===== config.mk =====
export PLATFORM = sky130hd
export DESIGN_NAME = sm4_iter_core
export DESIGN_NICKNAME = d
export VERILOG_FILES = /design/src/rtl/sm4_pkg.sv /design/src/rtl/sm4_round.sv /design/src/rtl/sm4_iter_core.sv
export SDC_FILE = /design/constraint.sdc
export NUM_CORES = 2
export LEC_CHECK = 0
export CAP_MARGIN = 20
export CORE_AREA = 2 2 500 502
export DETAILED_ROUTE_END_ITERATION = 10
export DIE_AREA = 0 0 502 504
export SYNTH_ARGS = -nofsm -noshare
export SYNTH_HDL_FRONTEND = slang
export SYNTH_SLANG_ARGS = --single-unit
export TNS_END_PERCENT = 50

===== constraint.sdc =====
create_clock -name CLK_i -period 11.9 [get_ports CLK_i]
set_input_delay 2.975 -clock CLK_i [delete_from_list [all_inputs] [get_ports CLK_i]]
set_output_delay 2.975 -clock CLK_i [all_outputs]
set_load 0.1 [all_outputs]

===== src/rtl/sm4_pkg.sv =====
// Shared SM4 definitions: S-box table, round-function helpers and the core FSM state type.
package sm4_pkg;

    localparam int SM4_ROUNDS = 32;

    typedef enum logic [1:0] {
        IDLE,
        RUN,
        DONE
    } state_t;

    // Entry 0 is the most significant byte of the concatenation.
    localparam logic [0:255][7:0] SBOX = {
        128'hd690e9fecce13db716b614c228fb2c05,
        128'h2b679a762abe04c3aa44132649860699,
        128'h9c4250f491ef987a33540b43edcfac62,
        128'he4b31ca9c908e89580df94fa758f3fa6,
        128'h4707a7fcf37317ba83593c19e6854fa8,
        128'h686b81b27164da8bf8eb0f4b70569d35,
        128'h1e240e5e6358d1a225227c3b01217887,
        128'hd40046579fd327524c3602e7a0c4c89e,
        128'heabf8ad240c738b5a3f7f2cef96115a1,
        128'he0ae5da49b341a55ad933230f58cb1e3,
        128'h1df6e22e8266ca60c02923ab0d534e6f,
        128'hd5db3745defd8e2f03ff6a726d6c5b51,
        128'h8d1baf92bbddbc7f11d95c411f105ad8,
        128'h0ac13188a5cd7bbd2d74d012b8e5b4b0,
        128'h8969974a0c96777e65b9f109c56ec684,
        128'h18f07dec3adc4d2079ee5f3ed7cb3948
    };

    function automatic logic [31:0] sbox32(input logic [31:0] a);
        return {SBOX[a[31:24]], SBOX[a[23:16]], SBOX[a[15:8]], SBOX[a[7:0]]};
    endfunction

    function automatic logic [31:0] lin_l(input logic [31:0] b);
        return b ^ {b[29:0], b[31:30]} ^ {b[21:0], b[31:22]}
                 ^ {b[13:0], b[31:14]} ^ {b[7:0],  b[31:8]};
    endfunction

endpackage


===== src/rtl/sm4_round.sv =====
// One SM4 round: X4 = X0 ^ L(tau(X1 ^ X2 ^ X3 ^ rk)). Purely combinational.
module sm4_round
    import sm4_pkg::*;
(
    input  logic [31:0] x0,
    input  logic [31:0] x1,
    input  logic [31:0] x2,
    input  logic [31:0] x3,
    input  logic [31:0] rk,
    output logic [31:0] x4
);

    assign x4 = x0 ^ lin_l(sbox32(x1 ^ x2 ^ x3 ^ rk));

endmodule


===== src/rtl/sm4_iter_core.sv =====
// Iterative SM4 encrypt/decrypt core, ROUNDS_PER_CYCLE chained rounds per clock.
// Define SM4_KEY_LATCH_EN to capture RK_ALL_i at accept instead of reading it live.
module sm4_iter_core
    import sm4_pkg::*;
#(
    parameter int ROUNDS_PER_CYCLE = 1
) (
    input  logic          CLK_i,
    input  logic          RST_i,
    input  logic [127:0]  DAT_i,
    input  logic          MODE_i,
    input  logic [1023:0] RK_ALL_i,
    input  logic          DAT_VALID_i,
    output logic          DAT_READY_o,
    output logic [127:0]  DAT_o,
    output logic          OUT_VALID_o,
    input  logic          OUT_READY_i
);

    localparam int RUN_CYCLES = SM4_ROUNDS / ROUNDS_PER_CYCLE;

    if (!(ROUNDS_PER_CYCLE == 1 || ROUNDS_PER_CYCLE == 2 ||
          ROUNDS_PER_CYCLE == 4 || ROUNDS_PER_CYCLE == 8) ||
        RUN_CYCLES * ROUNDS_PER_CYCLE != SM4_ROUNDS) begin : g_bad_rounds_per_cycle
        $error("sm4_iter_core: ROUNDS_PER_CYCLE must be 1, 2, 4 or 8");
    end

    state_t         state, state_nxt;
    logic [5:0]     rnd_cnt;
    logic [127:0]   x_q;
    logic           mode_q;
    logic [127:0]   dat_q;
    logic [1023:0]  key_src;
    logic [127:0]   chain [ROUNDS_PER_CYCLE+1];
    logic           accept;
    logic           rounds_done;

    assign accept      = DAT_VALID_i & DAT_READY_o;
    assign rounds_done = (rnd_cnt == 6'(SM4_ROUNDS));

`ifdef SM4_KEY_LATCH_EN
    logic [1023:0] key_q;

    // NOTE: pure datapath register with no reset; it is always written at accept before use.
    always_ff @(posedge CLK_i) begin
        if (accept) key_q <= RK_ALL_i;
    end

    assign key_src = key_q;
`else
    assign key_src = RK_ALL_i;
`endif

    // NOTE: sequential state is updated with non-blocking assignments only.
    always_ff @(posedge CLK_i or posedge RST_i) begin
        if (RST_i) state <= IDLE;
        else       state <= state_nxt;
    end

    // NOTE: every output of this block is defaulted first so no latch is inferred.
    always_comb begin
        state_nxt   = state;
        DAT_READY_o = 1'b0;
        OUT_VALID_o = 1'b0;
        case (state)
            IDLE: begin
                DAT_READY_o = 1'b1;
                if (DAT_VALID_i) state_nxt = RUN;
            end
            RUN: begin
                if (rounds_done) state_nxt = DONE;
            end
            DONE: begin
                OUT_VALID_o = 1'b1;
                DAT_READY_o = OUT_READY_i;
                if (OUT_READY_i) state_nxt = DAT_VALID_i ? RUN : IDLE;
            end
            default: state_nxt = IDLE;
        endcase
    end

    assign chain[0] = x_q;

    for (genvar j = 0; j < ROUNDS_PER_CYCLE; j++) begin : g_round
        logic [4:0]  rnd_idx;
        logic [4:0]  key_idx;
        logic [31:0] x_new;

        // Decrypt walks the keys backwards: 31 - r is the bitwise complement in 5 bits.
        assign rnd_idx = rnd_cnt[4:0] + 5'(j);
        assign key_idx = mode_q ? ~rnd_idx : rnd_idx;

        sm4_round u_round (
            .x0 (chain[j][127:96]),
            .x1 (chain[j][95:64]),
            .x2 (chain[j][63:32]),
            .x3 (chain[j][31:0]),
            .rk (key_src[{key_idx, 5'd0} +: 32]),
            .x4 (x_new)
        );

        assign chain[j+1] = {chain[j][95:0], x_new};
    end

    always_ff @(posedge CLK_i or posedge RST_i) begin
        if (RST_i) begin
            x_q     <= '0;
            rnd_cnt <= '0;
            mode_q  <= 1'b0;
            dat_q   <= '0;
        end else if (accept) begin
            x_q     <= DAT_i;
            mode_q  <= MODE_i;
            rnd_cnt <= '0;
        end else if (state == RUN) begin
            if (!rounds_done) begin
                x_q     <= chain[ROUNDS_PER_CYCLE];
                rnd_cnt <= rnd_cnt + 6'(ROUNDS_PER_CYCLE);
            end else begin
                // x_q holds {X32,X33,X34,X35}; the output is the word-reversed block.
                dat_q <= {x_q[31:0], x_q[63:32], x_q[95:64], x_q[127:96]};
            end
        end
    end

    assign DAT_o = dat_q;

endmodule

==> metrics.cfg <==
[die]
dieWidth_um=502
num_rows=183
core_mm2=0.248
die_y_um=504
start_util_pct=17.4
die_area_mm2=0.253
ioPinCount=1287

[detailed_routing]
drt_first_pass_iters=8
post_drt_via_cell_ratio=5.82
drtIter0Drc=6934
final_antenna_net_count=0
drt-total-wl_mm=401
routed-via-count=54348
drc=0
routedWlPerCell_um=42.9

[finish]
mostFrequentLayoutCells=clkdlybuf4s50_1, nand2_1, nor2_1
fill_cells=26838
multi_input_area_mm2=0.0338
seqCellArea_mm2=0.00665
layout.nets=6998
final_common_cell=clkdlybuf4s50_1
drive_gt1_share_pct=16.0
syn_to_final_growth_pct=40.6

[timing]
hold_violations=0
rsz0062_at_grt=false
min_period_ns=9.36
fin_tns_setup_ns=0
setup_viol=0
finalMaxSlewViolations=0
max_freq_mhz=107
clock_skew_ns=0.0143
slew_headroom_pct=0.448
fin_crit_sh_pct=78.6
tightestPinTransition_ns=1.49
worst_hold_slack_ns=0.502

[cts]
cts-htree-levels=1
post_cts_buffers=0
clkTransAtPathRegs_ns=0.06
cts_sinks=265
cts_hold_buf=0
clock_latency_ns=0.65
root_buffer=clkbuf_16
cts_tree=done
numCtsBuffers=31
post_cts_resize_count=0
ctsLongestPathBuffers=3

[grt]
antenna_found_initial=236
grt_max_degree=145
grt_pass1_vias=51747
grt_overflow=0
grtUsageTotal_pct=30.2
grt_pass1_wl_mm=517

[synthesis]
syn_nets=6001
ys_seq_area_share_pct=15.4
ys_seq_elements=265
syn-instance-count=4825
async_flop_share_pct=100
avgSynthCellArea_um2=8.95
yosysUniqueCellTypes=124
synth_edf_count=0
yosys_most_used_dff=dfrtp_1
netlist_area_mm2=0.0432
yosysWarnings=0

[setup_path]
setup.worst_path.end_class=register
path_class=input port to register
reg2reg_from=mode_q
crit_buf_inv=2
cp-startpoint=RK_ALL_i[505]
critical_path.top_delay_family=compound AO/OA/AOI/OAI gates
crit_chain=clkdlybuf4s50_1 -> mux4_2 -> o22ai_1 -> or4_1 -> or4_1 -> and2_2 -> buf_4 -> ha_1 -> a31oi_1 -> o2111ai_1 -> nand3_1 -> a2bb2oi_1 -> xnor2_1 -> xor2_1 -> xnor2_1 -> o21ai_1
slowest_delay_ns=0.99
required_ns=12.40
r2r_setup_slack_ns=2.73
slowest_stage=a2bb2oi_1
path_max_fanout=43
arrival_ns=9.85
start_kind=input port

[hold_path]
hp-class=register to register
hold_start=DAT_o[51]

[placement]
portBuffers=1286
dpl.hpwl_mm=328
gp_congestion=1.02

[outcome]
status=finished, final reports clean

[job]
cap_violations=0

==> cells in the mapped netlist, drive strengths merged, types with 72 or more instances <==
library cell | number | share of area [%]
a211oi | 121 | 2.3
a21oi | 279 | 3.2
a22oi | 106 | 1.9
a31oi | 164 | 2.4
buf | 318 | 5.2
clkbuf | 209 | 1.8
dfrtp | 265 | 15
mux2 | 137 | 3.6
mux2i | 197 | 4.6
mux4 | 403 | 22
nand2 | 501 | 4.4
nand3 | 83 | 0.97
nor2 | 393 | 3.5
nor3 | 87 | 1.0
o211ai | 90 | 1.6
o21ai | 242 | 2.8
o22ai | 110 | 1.6
xnor2 | 168 | 3.5
xor2 | 72 | 1.5
==> final cells by class <==
type / instances / area share, %
sequential: 265 / 11.0
timing repair buffer: 1492 / 23.8
inverter: 32 / 0.223
antenna: 165 / 0.680
clock buffer: 37 / 1.40
tap: 3330 / 6.87
clock inverter: 19 / 0.359
multi-input combinational: 4000 / 55.7
==> path summary, 6_finish.rpt <==
kind                         endpoint  depth (start not counted)
setup reg to reg              x_q[14]                         18
max in group asynchronous  rnd_cnt[2]                          4
setup / recovery              x_q[14]                         16
min in group asynchronous   DAT_o[35]                          2
hold reg to reg             DAT_o[51]                          1
hold / removal              DAT_o[51]                          1
==> state kept, by name (all words and copies together) (netlist names) <==
register,cells
DAT_o,128
rnd_cnt,6
state,2
x_q,128
mode_q,1
==> kinds of logic (layout without fill, tap and decap cells) <==
logic type | Yosys count | in the layout | synth area share, %
buf+inv | 560 | 1580 | 7.37
other cells | 0 | 165 | 0
compound gates | 1665 | 1665 | 27.2
fa+ha+maj | 22 | 22 | 0.620
xor+xnor | 240 | 240 | 5.08
simple gates | 1336 | 1336 | 14.6
flops | 265 | 265 | 15.4
mux | 737 | 737 | 29.8
==> metrics by stage <==
stage / setup slack, ns / std cells / instance area, um^2 / utilization, %
2_1_floorplan: 1.63 / 4825 / 43200 / -
3_3_place_gp: 2.22 / 9112 / 59100 / 23.9
3_5_place_dp: 2.19 / 9119 / 59200 / 23.9
4_1_cts: 2.88 / 9175 / 60300 / 24.4
5_1_grt: 2.59 / 9303 / 60600 / 24.5
6_report: 2.54 / 9340 / 60700 / 24.5
==> layer usage <==
metal  track usage [%]  vias up  wire (um)
met5                 0        -        592
li1                  -    21625          -
met4              23.9       90      37200
met1              35.9    27468     152000
met3              9.52      997      40300
met2              44.7     4168     171000
Power is not shown: default switching activity piles up to over one toggle a cycle in this logic, so the estimate is an artifact.
